==> config.mk <==
export PLATFORM = sky130hd
export DESIGN_NAME = slave_spi_modes
export DESIGN_NICKNAME = d
export VERILOG_FILES = /design/src/rtl/slave_spi_modes.sv
export SDC_FILE = /design/constraint.sdc
export NUM_CORES = 1
export LEC_CHECK = 0
export ABC_CLOCK_PERIOD_IN_PS = 3500
export CORE_UTILIZATION = 59
export CTS_BUF_LIST = sky130_fd_sc_hd__clkbuf_4 sky130_fd_sc_hd__clkbuf_8
export CTS_CLUSTER_SIZE = 10
export DETAILED_ROUTE_END_ITERATION = 8
export PLACE_DENSITY = 0.85
export SLEW_MARGIN = 10
export SYNTH_ARGS = -nofsm -noshare
export SYNTH_HDL_FRONTEND = slang
export SYNTH_SLANG_ARGS = --single-unit
==> constraint.sdc <==
create_clock -name Clock -period 3.5 [get_ports Clock]
set_input_delay 0.7 -clock Clock [delete_from_list [all_inputs] [get_ports Clock]]
set_output_delay 0.7 -clock Clock [all_outputs]
set_load 0.005 [all_outputs]
==> src/rtl/slave_spi_modes.sv <==
// SPI slave with compile-time mode (CPOL/CPHA), word length and bit order.
// Every pin is synchronised into the Clock domain; SCK edges are detected from the synchronised copy.
`timescale 1ns/1ps
module slave_spi_modes #(
    parameter int unsigned WIDTH       = 8,
    parameter int unsigned CPOL        = 0,
    parameter int unsigned CPHA        = 0,
    parameter int unsigned MSB_FIRST   = 1,
    parameter int unsigned SYNC_STAGES = 2
) (
    input  logic             Clock,
    input  logic             Reset,
    input  logic             CS_i,
    input  logic             SCK_i,
    input  logic             MOSI_i,
    output logic             MISO_o,
    output logic             MisoEn_o,
    input  logic [WIDTH-1:0] DataToSend_i,
    output logic [WIDTH-1:0] DataReceived_o,
    output logic             Done_o,
    output logic             Aborted_o,
    output logic             Busy_o
);
    localparam int unsigned CW       = $clog2(WIDTH + 1);
    localparam logic        SCK_IDLE = 1'(CPOL);

    typedef enum logic [1:0] {IDLE, ACTIVE, END} state_t;

    state_t                 state;
    logic [SYNC_STAGES-1:0] cs_sync, sck_sync, mosi_sync;
    logic                   cs_d, sck_d, mosi_d;
    logic [SYNC_STAGES:0]   arm_sr;
    logic [WIDTH-1:0]       tx_sh, rx_sh, rx_next;
    logic [CW-1:0]          cnt;
    logic                   cs_s, sck_s, armed;
    logic                   cs_fall, cs_rise, lead_edge, trail_edge, sample_edge, shift_edge;

    function automatic logic head_bit(input logic [WIDTH-1:0] v);
        return (MSB_FIRST != 0) ? v[WIDTH-1] : v[0];
    endfunction

    function automatic logic [WIDTH-1:0] shift_out(input logic [WIDTH-1:0] v);
        return (MSB_FIRST != 0) ? {v[WIDTH-2:0], 1'b0} : {1'b0, v[WIDTH-1:1]};
    endfunction

    // Synchronisers plus edge-detect registers; arm_sr blanks CS edges until the preset values have flushed out
    always_ff @(posedge Clock or negedge Reset) begin
        if (!Reset) begin
            cs_sync   <= '1;
            sck_sync  <= {SYNC_STAGES{SCK_IDLE}};
            mosi_sync <= '0;
            cs_d      <= 1'b1;
            sck_d     <= SCK_IDLE;
            mosi_d    <= 1'b0;
            arm_sr    <= '0;
        end else begin
            cs_sync   <= {cs_sync[SYNC_STAGES-2:0], CS_i};
            sck_sync  <= {sck_sync[SYNC_STAGES-2:0], SCK_i};
            mosi_sync <= {mosi_sync[SYNC_STAGES-2:0], MOSI_i};
            cs_d      <= cs_sync[SYNC_STAGES-1];
            sck_d     <= sck_sync[SYNC_STAGES-1];
            mosi_d    <= mosi_sync[SYNC_STAGES-1];
            arm_sr    <= {arm_sr[SYNC_STAGES-1:0], 1'b1};
        end
    end

    assign cs_s        = cs_sync[SYNC_STAGES-1];
    assign sck_s       = sck_sync[SYNC_STAGES-1];
    assign armed       = arm_sr[SYNC_STAGES];
    assign cs_fall     = armed & cs_d & ~cs_s;
    assign cs_rise     = ~cs_d & cs_s;
    assign lead_edge   = (sck_d == SCK_IDLE) && (sck_s != SCK_IDLE);
    assign trail_edge  = (sck_d != SCK_IDLE) && (sck_s == SCK_IDLE);
    assign sample_edge = (CPHA != 0) ? trail_edge : lead_edge;
    assign shift_edge  = (CPHA != 0) ? lead_edge : trail_edge;
    assign rx_next     = (MSB_FIRST != 0) ? {rx_sh[WIDTH-2:0], mosi_d} : {mosi_d, rx_sh[WIDTH-1:1]};

    // Frame FSM with all outputs registered; CS rise takes priority over a coincident sampling edge
    always_ff @(posedge Clock or negedge Reset) begin
        if (!Reset) begin
            state          <= IDLE;
            tx_sh          <= '0;
            rx_sh          <= '0;
            cnt            <= '0;
            MISO_o         <= 1'b0;
            MisoEn_o       <= 1'b0;
            Busy_o         <= 1'b0;
            Done_o         <= 1'b0;
            Aborted_o      <= 1'b0;
            DataReceived_o <= '0;
        end else begin
            Done_o    <= 1'b0;
            Aborted_o <= 1'b0;
            case (state)
                IDLE: begin
                    if (cs_fall) begin
                        state    <= ACTIVE;
                        Busy_o   <= 1'b1;
                        MisoEn_o <= 1'b1;
                        cnt      <= '0;
                        rx_sh    <= '0;
                        if (CPHA == 0) begin
                            MISO_o <= head_bit(DataToSend_i);
                            tx_sh  <= shift_out(DataToSend_i);
                        end else begin
                            MISO_o <= 1'b0;
                            tx_sh  <= DataToSend_i;
                        end
                    end
                end
                ACTIVE: begin
                    if (cs_rise) begin
                        state     <= END;
                        Busy_o    <= 1'b0;
                        MisoEn_o  <= 1'b0;
                        MISO_o    <= 1'b0;
                        Aborted_o <= (cnt != '0);
                        cnt       <= '0;
                        rx_sh     <= '0;
                    end else if (sample_edge) begin
                        rx_sh <= rx_next;
                        if (cnt == CW'(WIDTH - 1)) begin
                            cnt            <= '0;
                            DataReceived_o <= rx_next;
                            Done_o         <= 1'b1;
                            tx_sh          <= DataToSend_i;
                        end else begin
                            cnt <= cnt + CW'(1);
                        end
                    end else if (shift_edge) begin
                        MISO_o <= head_bit(tx_sh);
                        tx_sh  <= shift_out(tx_sh);
                    end
                end
                END:     state <= IDLE;
                default: state <= IDLE;
            endcase
        end
    end
endmodule

==> impl_metrics.csv <==
group,metric,value,unit
logic_synthesis,ys_warn_count,0,
floorplanning,coreArea,0.00313,sq mm
route,drc,0,
timing,min_period_over_period,72.1,%
placement,dpl_cell_area,0.00223,sq mm
layout,area_growth,15.2,%
floorplanning,start_util,63.5,%
floorplanning,io_pins,26,
timing,maxSlewViolCount,0,
logic_synthesis,ys_ff_latch,45,
route,wl_per_cell,14.4,um
min_path,worstHoldStart,"cs_sync[0]",
cts,cts_htree_levels,2,
layout,finish.instance_area,0.00229,sq mm
cts,numCtsBuffers,5,
global_route,antenna_found_initial,0,
cts,post_cts_buffers,0,
worst_setup_path,cp.required,3.75,ns
floorplanning,die_area,0.00360,sq mm
timing,clock.fmax,396,MHz
power_and_ir_drop,peakVddDrop,0.295,mV
timing,tns,0,ns
worst_setup_path,crit_fanout,11,
logic_synthesis,ys_types,36,
logic_synthesis,syn_inst,156,
route,drt_wl_total,3270,um
global_route,grt_max_degree,46,
placement,gp_congestion,0.766,
flow_run,cap_violations,0,
power_and_ir_drop,p_int,789,uW
route,drt_pass1_iterations,4,
run_status,run_status,"completed",
placement,port_buffers,25,
global_route,overflow,0,
logic_synthesis,yosysMostFrequentCell,"dfrtp_1",
layout,fin_nets,200,
cts,clkTransAtPathRegs,0.13,ns
logic_synthesis,yosysSeqAreaShare,56.9,%
layout,n_fill_cell,225,
power_and_ir_drop,power_frac_clock,22.5,%
timing,relSlewSlack,36.9,%
floorplanning,die_y,60.0,um
layout,regArea,0.00113,sq mm
timing,hold_viol,0,
worst_setup_path,crit_path_end_kind,"flip-flop",
power_and_ir_drop,comb_power_share,20.3,%
cts,cts_hold_buf,0,
logic_synthesis,synthFlopType,"dfrtp_1",
cts,cts_tree,"built",
placement,place_ws,0.983,ns
timing,timing.hold.ws,0.361,ns
timing,setup_viol,0,
route,drt_iter0_drc,64,
route,antenna_left,0,
layout,drive_above_1_share,21.3,%
global_route,grt_pass1_wl,5580,um
layout,multi_input_comb_area,751,sq um
placement,hpwl,2310,um
worst_setup_path,critPathKind,"reg2reg",
global_route,grt_pass1_vias,1257,
logic_synthesis,yosys.area.top_type,"dfrtp_1",
power_and_ir_drop,swShare,29.1,%
cts,cts_resized,0,
power_and_ir_drop,p_sw,325,uW
route,detailroute.via_count,1282,
cts,numClockSinks,45,
logic_synthesis,syn-num-nets,174,
worst_setup_path,rrSetupSlack,0.98,ns
timing,fin_ws,0.976,ns
min_path,hp-class,"reg2reg",
floorplanning,rows,20,
logic_synthesis,yosysTopAreaCellShare,52.9,%
cts,clockRootBuffer,"clkbuf_4",
logic_synthesis,yosys-top-cells-area,"dfrtp_1 53%, mux2_2 5.7%, mux2i_1 5.5%",
power_and_ir_drop,seq_power_share,57.2,%
logic_synthesis,syn-cell-area,0.00199,sq mm
power_and_ir_drop,leakage,1.02,nW
logic_synthesis,avgSynthCellArea,12.7,sq um
route,vias_per_cell,5.65,
worst_setup_path,startpoint,"cs_sync[1]",
timing,rsz0062_at_grt,"no",
worst_setup_path,critPathArrivalTime,2.78,ns
logic_synthesis,async_reset_ff_share,100,%
timing,tightest_slew,0.946,ns
floorplanning,die_w,60.0,um
timing,period_needed,2.52,ns
logic_synthesis,synth_edf_count,0,
layout,diodes,0,
global_route,track_usage,21.4,%
logic_synthesis,synth_top_cells_by_count,"42 x dfrtp_1, 14 x nand2_1, 13 x inv_1, 11 x mux2i_1, 10 x mux2_2",
power_and_ir_drop,power_density,486,mW/mm^2
worst_setup_path,start_kind,"flip-flop",
timing,clock_skew,0.0152,ns
worst_setup_path,reg2reg_from,"cs_sync[1]",
cts,clk_latency,0.35,ns
layout,utilization,73.2,%
cts,clockBufferDepth,2,
-- layout make-up --
class	count	area share, %
Multi-Input combinational cell	92	32.8
Clock inverter	2	0.656
Sequential cell	45	49.3
Inverter	13	2.13
Timing Repair Buffer	25	10.7
Tap cell	44	2.40
Clock buffer	6	1.97
-- per-layer routing --
layer  part of all wire, %  GRT usage (%)  up-vias
li1                      -              -      594
met1                    45           28.7      648
met2                    48           32.5       33
met3                   4.9           5.19        7
met4                   1.7           10.3        0
met5                     0              0        -
-- power by group through the flow --
stage | logic (mW) | clock network, mW | registers (mW)
final | 0.226 | 0.250 | 0.637
after global routing | 0.258 | 0.277 | 0.645
after CTS | 0.228 | 0.258 | 0.636
after detailed placement | 0.227 | 0 | 0.647
after global placement | 0.218 | 0 | 0.642
after floorplan | 0.169 | 0 | 0.634
-- critical path, cell delays in order, from the launching register on --
cell and delay (ns):
dfstp_2 0.59, nor2b_1 0.63, o21ai_0 0.21, a21oi_2 0.59
mux2_2 0.40
-- per-stage QoR --
stage / total power, mW / instances
after global placement: 0.860 / 219
after global routing: 1.18 / 227
after floorplan: 0.803 / 156
after CTS: 1.12 / 227
final: 1.11 / 227
after detailed placement: 0.874 / 219
-- state kept, by name (all words and copies together) (netlist names) --
name	flops
arm_sr	3
cs_sync	2
mosi_d	1
tx_sh	8
cnt	4
Aborted_o	1
Busy_o	1
sck_sync	2
mosi_sync	2
sck_d	1
MISO_o	1
Done_o	1
cs_d	1
state	2
rx_sh	7
DataReceived_o	8
-- worst paths after layout --
kind	endpoint	cells past startpoint
max in group asynchronous	tx_sh[3]	1
min in group asynchronous	Aborted_o	1
max reg2reg	rx_sh[1]	4
min reg2reg	cs_sync[1]	0
min	cs_sync[1]	0
max	rx_sh[1]	4
-- kinds of logic (layout without fill, tap and decap cells) --
kind of cell | count (synthesis) | in the layout | synth area share (%)
buffers and inverters | 19 | 46 | 5.35
other | 1 | 1 | 0.189
adders and majority gates | 5 | 5 | 3.15
muxes | 23 | 23 | 12.7
and+or+nand+nor | 38 | 38 | 10.6
AOI/OAI and AO/OA | 25 | 25 | 11.1
DFF | 45 | 45 | 56.9
-- placed cells by master, fill, tap and decap left out, types with 2 or more instances in the layout --
master,Yosys,routed
clkbuf_4,0,6
clkdlybuf4s50_1,0,24
clkinvlp_4,0,2
dfrtp_1,42,42
dfstp_2,3,3
ha_1,5,5
inv_1,13,13
mux2_2,10,10
mux2_4,2,2
mux2i_1,11,11
nand2_1,14,14
nand2b_1,3,3
nand3_1,3,3
nand4_1,2,2
nor2_1,4,4
nor3_1,4,4
o211ai_1,2,2
o21ai_0,8,8
o221a_2,7,7
(Power assumes the default switching activity.)
